===== config.mk =====
export PLATFORM = sky130hd
export DESIGN_NAME = cdb_arbiter
export DESIGN_NICKNAME = d
export VERILOG_FILES = /design/src/rtl/ppc_types.sv /design/src/rtl/rr_arbiter.sv /design/src/rtl/cdb_arbiter.sv
export SDC_FILE = /design/constraint.sdc
export NUM_CORES = 1
export LEC_CHECK = 0
export CAP_MARGIN = 10
export CORE_AREA = 2 2 157 159
export DETAILED_ROUTE_END_ITERATION = 10
export DIE_AREA = 0 0 159 161
export PLACE_DENSITY_LB_ADDON = 0.08
export SYNTH_ARGS = -nofsm -noshare
export SYNTH_HDL_FRONTEND = slang
export SYNTH_HIERARCHICAL = 1
export SYNTH_SLANG_ARGS = --single-unit

===== constraint.sdc =====
create_clock -name clk -period 10.2 [get_ports clk]
set_input_delay 2.55 -clock clk [delete_from_list [all_inputs] [get_ports clk]]
set_output_delay 2.55 -clock clk [all_outputs]
set_load 0.03 [all_outputs]

===== src/rtl/ppc_types.sv =====
// Shared types for the execution back end: CDB payload, unit count and unit index names.
// Pure declarations; no logic, no latency, no flow control.
package ppc_types;

    localparam int NUM_EXEC_UNITS = 8;
    localparam int RS_ID_W        = 5;
    localparam int DATA_W         = 32;

    // Index order matches the dispatcher's port order.
    typedef enum logic [2:0] {
        EU_ADD_SUB = 3'd0,
        EU_MUL     = 3'd1,
        EU_DIV     = 3'd2,
        EU_LOG     = 3'd3,
        EU_ROT     = 3'd4,
        EU_CMP     = 3'd5,
        EU_SYS     = 3'd6,
        EU_TRAP    = 3'd7
    } exec_unit_e;

    typedef struct packed {
        logic [RS_ID_W-1:0] rs_id;
        logic [DATA_W-1:0]  result;
        logic               so;
        logic               cr_en;
        logic [3:0]         cr;
    } cdb_result_t;

endpackage


===== src/rtl/rr_arbiter.sv =====
// Round-robin request picker: first set req bit at or after ptr, wrapping.
// Purely combinational, zero latency.
// No backpressure of its own; en low forces the one-hot grant to zero (index still reported).
module rr_arbiter #(
    parameter int NUM_REQ = 8,
    parameter int IDX_W   = (NUM_REQ > 1) ? $clog2(NUM_REQ) : 1
) (
    input  logic [NUM_REQ-1:0] req,
    input  logic [IDX_W-1:0]   ptr,
    input  logic               en,
    output logic [NUM_REQ-1:0] gnt,
    output logic [IDX_W-1:0]   gnt_idx
);

    logic found;

    always_comb begin
        found   = 1'b0;
        gnt_idx = '0;
        gnt     = '0;
        for (int i = 0; i < NUM_REQ; i++) begin
            logic [IDX_W-1:0] j;
            j = IDX_W'((int'(ptr) + i) % NUM_REQ);
            if (!found && req[j]) begin
                found   = 1'b1;
                gnt_idx = j;
            end
        end
        if (found && en) begin
            gnt[gnt_idx] = 1'b1;
        end
    end

endmodule


===== src/rtl/cdb_arbiter.sv =====
// Round-robin arbiter of execution-unit results onto the single common data bus.
// Latency: 1 cycle from unit handshake to cdb_valid, one broadcast per cycle sustained.
// Backpressure: cdb_valid && !cdb_ready stalls everything; all unit_ready drop to zero.
module cdb_arbiter
    import ppc_types::*;
#(
    parameter int NUM_UNITS   = NUM_EXEC_UNITS,
    parameter int RS_ID_WIDTH = RS_ID_W,
    parameter int DATA_WIDTH  = DATA_W
) (
    input  logic                          clk,
    input  logic                          rst,
    input  logic [NUM_UNITS-1:0]          unit_valid,
    output logic [NUM_UNITS-1:0]          unit_ready,
    input  cdb_result_t [NUM_UNITS-1:0]   unit_result,
    output logic                          cdb_valid,
    input  logic                          cdb_ready,
    output cdb_result_t                   cdb_result,
    output logic [$clog2(NUM_UNITS)-1:0]  cdb_grant_id
);

    localparam int GID_W = $clog2(NUM_UNITS);

    // The payload struct is fixed by the shared package; catch a mismatched override early.
    if (RS_ID_WIDTH != RS_ID_W || DATA_WIDTH != DATA_W) begin : g_width_chk
        $error("cdb_arbiter: RS_ID_WIDTH/DATA_WIDTH must match ppc_types");
    end

    logic [GID_W-1:0]     rr_ptr;
    logic [GID_W-1:0]     win_idx;
    logic [NUM_UNITS-1:0] gnt;
    logic                 can_load;
    logic                 xfer;

    assign can_load = !cdb_valid || cdb_ready;

    rr_arbiter #(
        .NUM_REQ (NUM_UNITS),
        .IDX_W   (GID_W)
    ) u_rr (
        .req     (unit_valid),
        .ptr     (rr_ptr),
        .en      (can_load && !rst),
        .gnt     (gnt),
        .gnt_idx (win_idx)
    );

    assign unit_ready = gnt;
    // Grant is only ever raised on a valid request, so any grant bit is a transfer.
    assign xfer       = |gnt;

    always_ff @(posedge clk) begin
        if (rst) begin
            cdb_valid    <= 1'b0;
            cdb_result   <= '0;
            cdb_grant_id <= '0;
            rr_ptr       <= '0;
        end else if (xfer) begin
            cdb_valid    <= 1'b1;
            cdb_result   <= unit_result[win_idx];
            cdb_grant_id <= win_idx;
            rr_ptr       <= (win_idx == GID_W'(NUM_UNITS - 1)) ? '0 : win_idx + 1'b1;
        end else if (cdb_ready) begin
            cdb_valid    <= 1'b0;
        end
    end

endmodule


# == After elaboration in Yosys (flattened, before gate mapping) ==
# Index checks and enable logic that the tools add are counted.
# totals
word_cells,89
ff_bits,50
input_bits,355
output_inout_bits,55
# op_classes
add_sub_neg,8
reduce_logical,22
order_cmp,10
n_eq_ne,1
mux,40
# op_table
operator,n
43-bit binary-select mux with 3-bit select,1
43-bit two-way mux,1
3-bit by 4-bit less-than comparator with 1-bit output (second input constant),9
3-bit two-way mux,9
1-bit binary-select mux with 3-bit select,8
1-bit two-way mux,19
3-bit adder (second input constant),4
1-bit logical AND,10
1-bit logical NOT,9
8-bit two-way mux,1
8-bit OR reduction,1
3-bit by 1-bit adder with 3-bit output (second input constant),2
3-bit by 2-bit adder with 3-bit output (second input constant),2
1-bit demux with 3-bit select,1
3-bit equality test (second input constant),1
3-bit by 1-bit greater-or-equal comparator with 1-bit output (second input constant),1
2-bit nonzero test,1
1-bit logical OR,1

# == Longest topological paths before layout ==
# Gate-level depths: netlist of run 1.
# logic_depth
ltp_word,31
mapped_depth,20
depth_no_buf,14

# == By module ==
# The synthesis of run 1 kept the hierarchy.
# modules_own_cells
mod,instances,area_per_inst_um2,cells_each
cdb_arbiter,1,4588.2,342
rr_arbiter,1,1153.6,131

# == Worst setup path after synthesis of run 1 ==
# No wires, ideal clock.
# synth_path
kind,input-to-output
from,input port unit_valid[5]
to,output port unit_ready[0]
path_buffers,0
slack_ps,2824
path_stages,6
arrival_time_ps,4826
cell_sequence,mux4_2 a221o_1 o2111a_1 a311oi_1 a31oi_1 nor3_1
# synth_via
elab_chain_len,29
elab_cells_between_ends,53
cone_classes,2 x order compare; 35 x mux; 16 x reduce/logical
# synth_lines
element,line_no,rtl
"start, declared",cdb_arbiter.sv:13,"input logic [NUM_UNITS-1:0] unit_valid,"
1-bit binary-select mux with 3-bit select,rr_arbiter.sv:24,if (!found && req[j]) begin
1-bit two-way mux (not written as such),rr_arbiter.sv:24,
1-bit two-way mux,rr_arbiter.sv:24,
1-bit logical NOT,rr_arbiter.sv:24,
1-bit logical AND,rr_arbiter.sv:24,
1-bit two-way mux,rr_arbiter.sv:24,
1-bit logical NOT,rr_arbiter.sv:24,
1-bit logical AND,rr_arbiter.sv:24,
(+13 left out),n/a,
1-bit logical NOT,rr_arbiter.sv:24,
1-bit logical AND,rr_arbiter.sv:24,
3-bit two-way mux,rr_arbiter.sv:24,
3-bit by 4-bit less-than comparator with 1-bit output (not written as such) / 3-bit by 1-bit greater-or-equal comparator with 1-bit output (equally long branches),rr_arbiter.sv:30,gnt[gnt_idx] = 1'b1;
1-bit logical AND (not written as such),rr_arbiter.sv:30,
1-bit two-way mux (not written as such),rr_arbiter.sv:30,
1-bit demux with 3-bit select,n/a,
8-bit two-way mux *,rr_arbiter.sv:29,if (found && en) begin
"end, declared",cdb_arbiter.sv:14,"output logic [NUM_UNITS-1:0] unit_ready,"
# Mark *: on every way between the ends. The rest lies on a longest branch, timed or not. The select of a mux whose other input is x is not followed.

# == Worst setup path after layout of run 1 ==
# layout_path
from,input port unit_valid[5]
to,output port unit_ready[1]
# layout_via
elab_chain_len,29
elab_cells_between_ends,53
cone_classes,2 x order compare; 35 x mux; 16 x reduce/logical
# layout_lines
element,line_no,rtl
1-bit binary-select mux with 3-bit select,rr_arbiter.sv:24,
1-bit two-way mux (not written as such),rr_arbiter.sv:24,
1-bit two-way mux,rr_arbiter.sv:24,
1-bit logical NOT,rr_arbiter.sv:24,
1-bit logical AND,rr_arbiter.sv:24,
1-bit two-way mux,rr_arbiter.sv:24,
1-bit logical NOT,rr_arbiter.sv:24,
1-bit logical AND,rr_arbiter.sv:24,
(+14 left out),n/a,
1-bit logical AND,rr_arbiter.sv:24,
3-bit two-way mux *,rr_arbiter.sv:24,
via win_idx[1],cdb_arbiter.sv:30,logic [GID_W-1:0] win_idx;
3-bit by 4-bit less-than comparator with 1-bit output (not written as such) / 3-bit by 1-bit greater-or-equal comparator with 1-bit output (equally long branches),rr_arbiter.sv:30,
1-bit logical AND (not written as such),rr_arbiter.sv:30,
1-bit two-way mux (not written as such),rr_arbiter.sv:30,
1-bit demux with 3-bit select *,n/a,
8-bit two-way mux *,rr_arbiter.sv:29,
# Mark *: on every way through the listed nets, which the timed path passes. The rest lies on a longest branch. The select of a mux whose other input is x is not followed.

==> results list, run 1 <==
- Once placement completed, the tool counted placed cells totaling 1155.
* Top-level port count: 410
* Post-detail-place hpwl: 23800 um
* Relative slew slack: 26.2%
* Flip-flop and latch count after synthesis: 50
- Number of remaining DRC errors: 0
- In the synthesized netlist, the cells that appear most often are sky130_fd_sc_hd__mux4_2, sky130_fd_sc_hd__dfxtp_1, sky130_fd_sc_hd__mux2i_1, sky130_fd_sc_hd__nor3_1, sky130_fd_sc_hd__a211oi_2.
- Net count of the finished layout: 1197
* Count of endpoints failing setup in the final report: 0
* Fraction of synthesis flops using an asynchronous set or reset pin: 0%
- The floorplan has 57 rows.
- Maximum fanout along the worst path: 45
* Most used cell along the critical path: sky130_fd_sc_hd__clkdlybuf4s50_1
- Area contributors post-synth: sky130_fd_sc_hd__mux4_2, sky130_fd_sc_hd__dfxtp_1, sky130_fd_sc_hd__a211oi_2, sky130_fd_sc_hd__mux2i_1, sky130_fd_sc_hd__nor3_1
- Setup repair after global routing missed its margin: no
- Proportion of layout cells with a drive suffix above 1: 21.8%
- The first global-routing pass estimated 42500 um of wire.
- TritonCTS built the clock tree.
* Synth Cell Area: 0.00574 mm2
- After floorplanning, the core was sized to cover 0.0240 mm2.
- Max-capacitance violation count: 0
- Maximum clock insertion buffer count: 2
- The floorplan step set the die height to 161 um.
- For this design, the CTS-stage hold fixing added 0 buffers.
* Number of buffers inserted by post-CTS setup repair: 0
- Power spread over the standard cell area amounts to 328 mW/mm2.
* Critical path start-end classification: in2out
- After synthesis, the netlist uses 57 different library cells.
- Cell type with the highest aggregate area in the netlist: sky130_fd_sc_hd__mux4_2
* Portion of the post-synthesis area used by sequential elements: 17.4%
- Worst endpoint required time: 7650 ps
* Buffer cell driving the clock tree root: sky130_fd_sc_hd__clkbuf_16
- The worst setup path is captured at an output port.
- sky130_fd_sc_hd__mux4_2 is the most common cell in the netlist.
- DRT antenna net count: 0
- Avg Vias per Cell: 5.13
- Leakage power total: 3.33 nW
- The die covers 0.0256 mm2.
- CTS saw 50 sinks.
- The synthesized design contains 0 enable-type register cells.
- Slowest cell delay on critical path: 760 ps
* Achievable clock frequency: 0.114 GHz
* Cell breakdown of the critical path: clkdlybuf4s50_1, mux4_2, mux2i_2, nor2_1, a221oi_2, o22ai_1, o21ai_4, inv_4, nor3_1, clkdlybuf4s50_1
- Counting every instance in the synthesized netlist gives 473.
- The congestion estimate from routability-driven global placement came to 0.872.
- Leaving out filler cells and counting taps, the final layout contains 1167.
* Setup total negative slack: 0 ps
- The number of nets in the synthesized netlist is 832.
- The die is 159 um wide.
- The tightest min-delay check is of the reg2reg type.
- Startpoint type of the worst setup path: primary input
- After filler insertion, the fill cell instance count of the layout stands at 2240.
* Worst clock skew on the final layout: 5.89 ps
* Number of DRC markers after the initial detailed-route iteration: 290
- CTS Buf Count: 5
- Result of the run: finished, final reports clean
* Global router's overall resource usage: 22.2%
- Post-CTS repair changed the size of 0 cells.
- Antenna violations before repair: 8
- The via count of the first global-routing pass came to 6582.
- STA puts the critical path data arrival time at 6210 ps.
* Tmin final: 8760 ps
- Clock latency on the worst-skew pair, taken at its later pin, is 300 ps.
- Transition at the pin with the smallest max-transition slack: 1110 ps
* Warnings from Yosys: 6
- After detailed routing, the total wire length is 28900 um.
- Critical-path cell with the highest stage delay: sky130_fd_sc_hd__clkdlybuf4s50_1
- The first TritonRoute pass finished after 5 iterations.
- In this run the biggest area consumer among cell types represents 38.0% of the synthesized area.
* Count of endpoints failing hold in the final timing report: 0
- Dominant synthesized flop cell: sky130_fd_sc_hd__dfxtp_1
* CTS HTree Levels: 2
- Dividing the synthesized area by the synthesized cell count gives 12.1 um2.
* Average detailed-routed wire length per instance: 24.8 um
* Count of buffers inserted at the top-level ports: 409
- CTS clk-pin slew, worst paths: 60 ps
* Total via count in the routed design: 5991
* Area overhead of the layout relative to synthesis: 75.7%
- Overflow left after global routing: 0
* Pin count of the biggest net entering global routing: 51
- Final cycle utilization of the critical path: 85.9%
- VDD IR max: 0.276 mV
- Once the floorplan was initialized, standard cells occupied 24.0% of the core.
- The final-report max-slew violation count is 0.
-- per-layer routing --
layer | wire length [um] | GRT usage, %
met3 | 2130 | 6.78
met2 | 15300 | 40.4
met5 | 43 | 0
met1 | 11100 | 25.7
met4 | 347 | 4.42
-- state kept, by name (all words and copies together), names as in the netlist --
register	cells
cdb_result	43
cdb_grant_id	3
rr_ptr	3
cdb_valid	1
-- worst paths after layout --
kind	cells past startpoint	end	startpoint	slack (ps)
worst min-delay path	2	cdb_grant_id[0]	cdb_grant_id[0]	470
worst min register to register	2	cdb_grant_id[0]	cdb_grant_id[0]	470
worst max register to register	13	cdb_result[22]	rr_ptr[1]	3860
worst max-delay path	10	unit_ready[1]	unit_valid[5]	1440
-- placed cells by master (no fill, tap or decap), drive strengths merged, types with 3 or more instances in the layout --
| cell type | count |
|---|---|
| o21ai | 9 |
| o22ai | 4 |
| a21oi | 12 |
| nand2 | 12 |
| ha | 4 |
| mux2 | 11 |
| mux2i | 51 |
| o211ai | 3 |
| nor2 | 6 |
| nor3 | 54 |
| clkbuf | 7 |
| inv | 7 |
| o22a | 3 |
| nor2b | 4 |
| nand3 | 11 |
| mux4 | 97 |
| dfxtp | 50 |
| a211oi | 44 |
| nand2b | 5 |
| clkdlybuf4s50 | 408 |
| diode | 5 |
| buf | 6 |
-- critical path, delay by kind of cell --
| kind | cells | cell delay, ps |
|---|---|---|
| AO/OA/AOI/OAI | 3 | 630 |
| AND/OR/NAND/NOR | 2 | 570 |
| multiplexers | 2 | 890 |
| buffers and inverters | 3 | 1570 |
-- power breakdown --
part | switching [mW] | total (mW) | leakage, nW | internal [mW]
logic | 1.51 | 2.81 | 2.85 | 1.30
registers | 0.0521 | 0.331 | 0.414 | 0.279
clock network | 0.0715 | 0.161 | 0.0640 | 0.0899
-- final cells by class --
cell class              count  area [um2]  area share, %
well taps                 324         405           4.02
inverters                   7        31.3          0.310
flip-flops and latches     50        1000           9.92
clock buffers               7         133           1.31
multi-input cells         360        4380           43.4
diodes                      5        12.5          0.124
repair buffers            414        4130           40.9
-- cell families (layout without fill, tap and decap cells) --
family / after synthesis / in the layout / share of synthesized area (%)
buffers and inverters: 63 / 428 / 6.54
and+or+nand+nor: 103 / 103 / 9.94
DFF: 50 / 50 / 17.4
other: 0 / 5 / 0
muxes: 159 / 159 / 49.2
AOI/OAI and AO/OA: 91 / 91 / 15.5
adders and majority gates: 4 / 4 / 0.872
xor gates and xnor gates: 3 / 3 / 0.588
-- per-stage QoR --
step | util [%] | setup slack (ps) | power (mW) | cell area (um2) | hold WS, ps
2_1_floorplan | - | 2820 | 2.55 | 5740 | 461
3_3_place_gp | 41.5 | 1500 | 3.15 | 9940 | 468
3_5_place_dp | 41.5 | 1440 | 3.19 | 9940 | 471
4_1_cts | 42.0 | 1450 | 3.37 | 10100 | 478
5_1_grt | 42.1 | 1180 | 3.55 | 10100 | 515
6_report | 42.1 | 1440 | 3.30 | 10100 | 475
Note: power is estimated with default switching activity, not from simulation.
==> run 2, diff against run 1 <==
--- a/config.mk
+++ b/config.mk
@@ -7,6 +7,7 @@
 export LEC_CHECK = 0
 export CAP_MARGIN = 10
 export CORE_AREA = 2 2 157 159
+export CTS_CLUSTER_SIZE = 28
 export DETAILED_ROUTE_END_ITERATION = 10
 export DIE_AREA = 0 0 159 161
 export PLACE_DENSITY_LB_ADDON = 0.08
==> results of run 2 <==
Same layout as run 1: the final DEF is identical, and so are final timing and power.
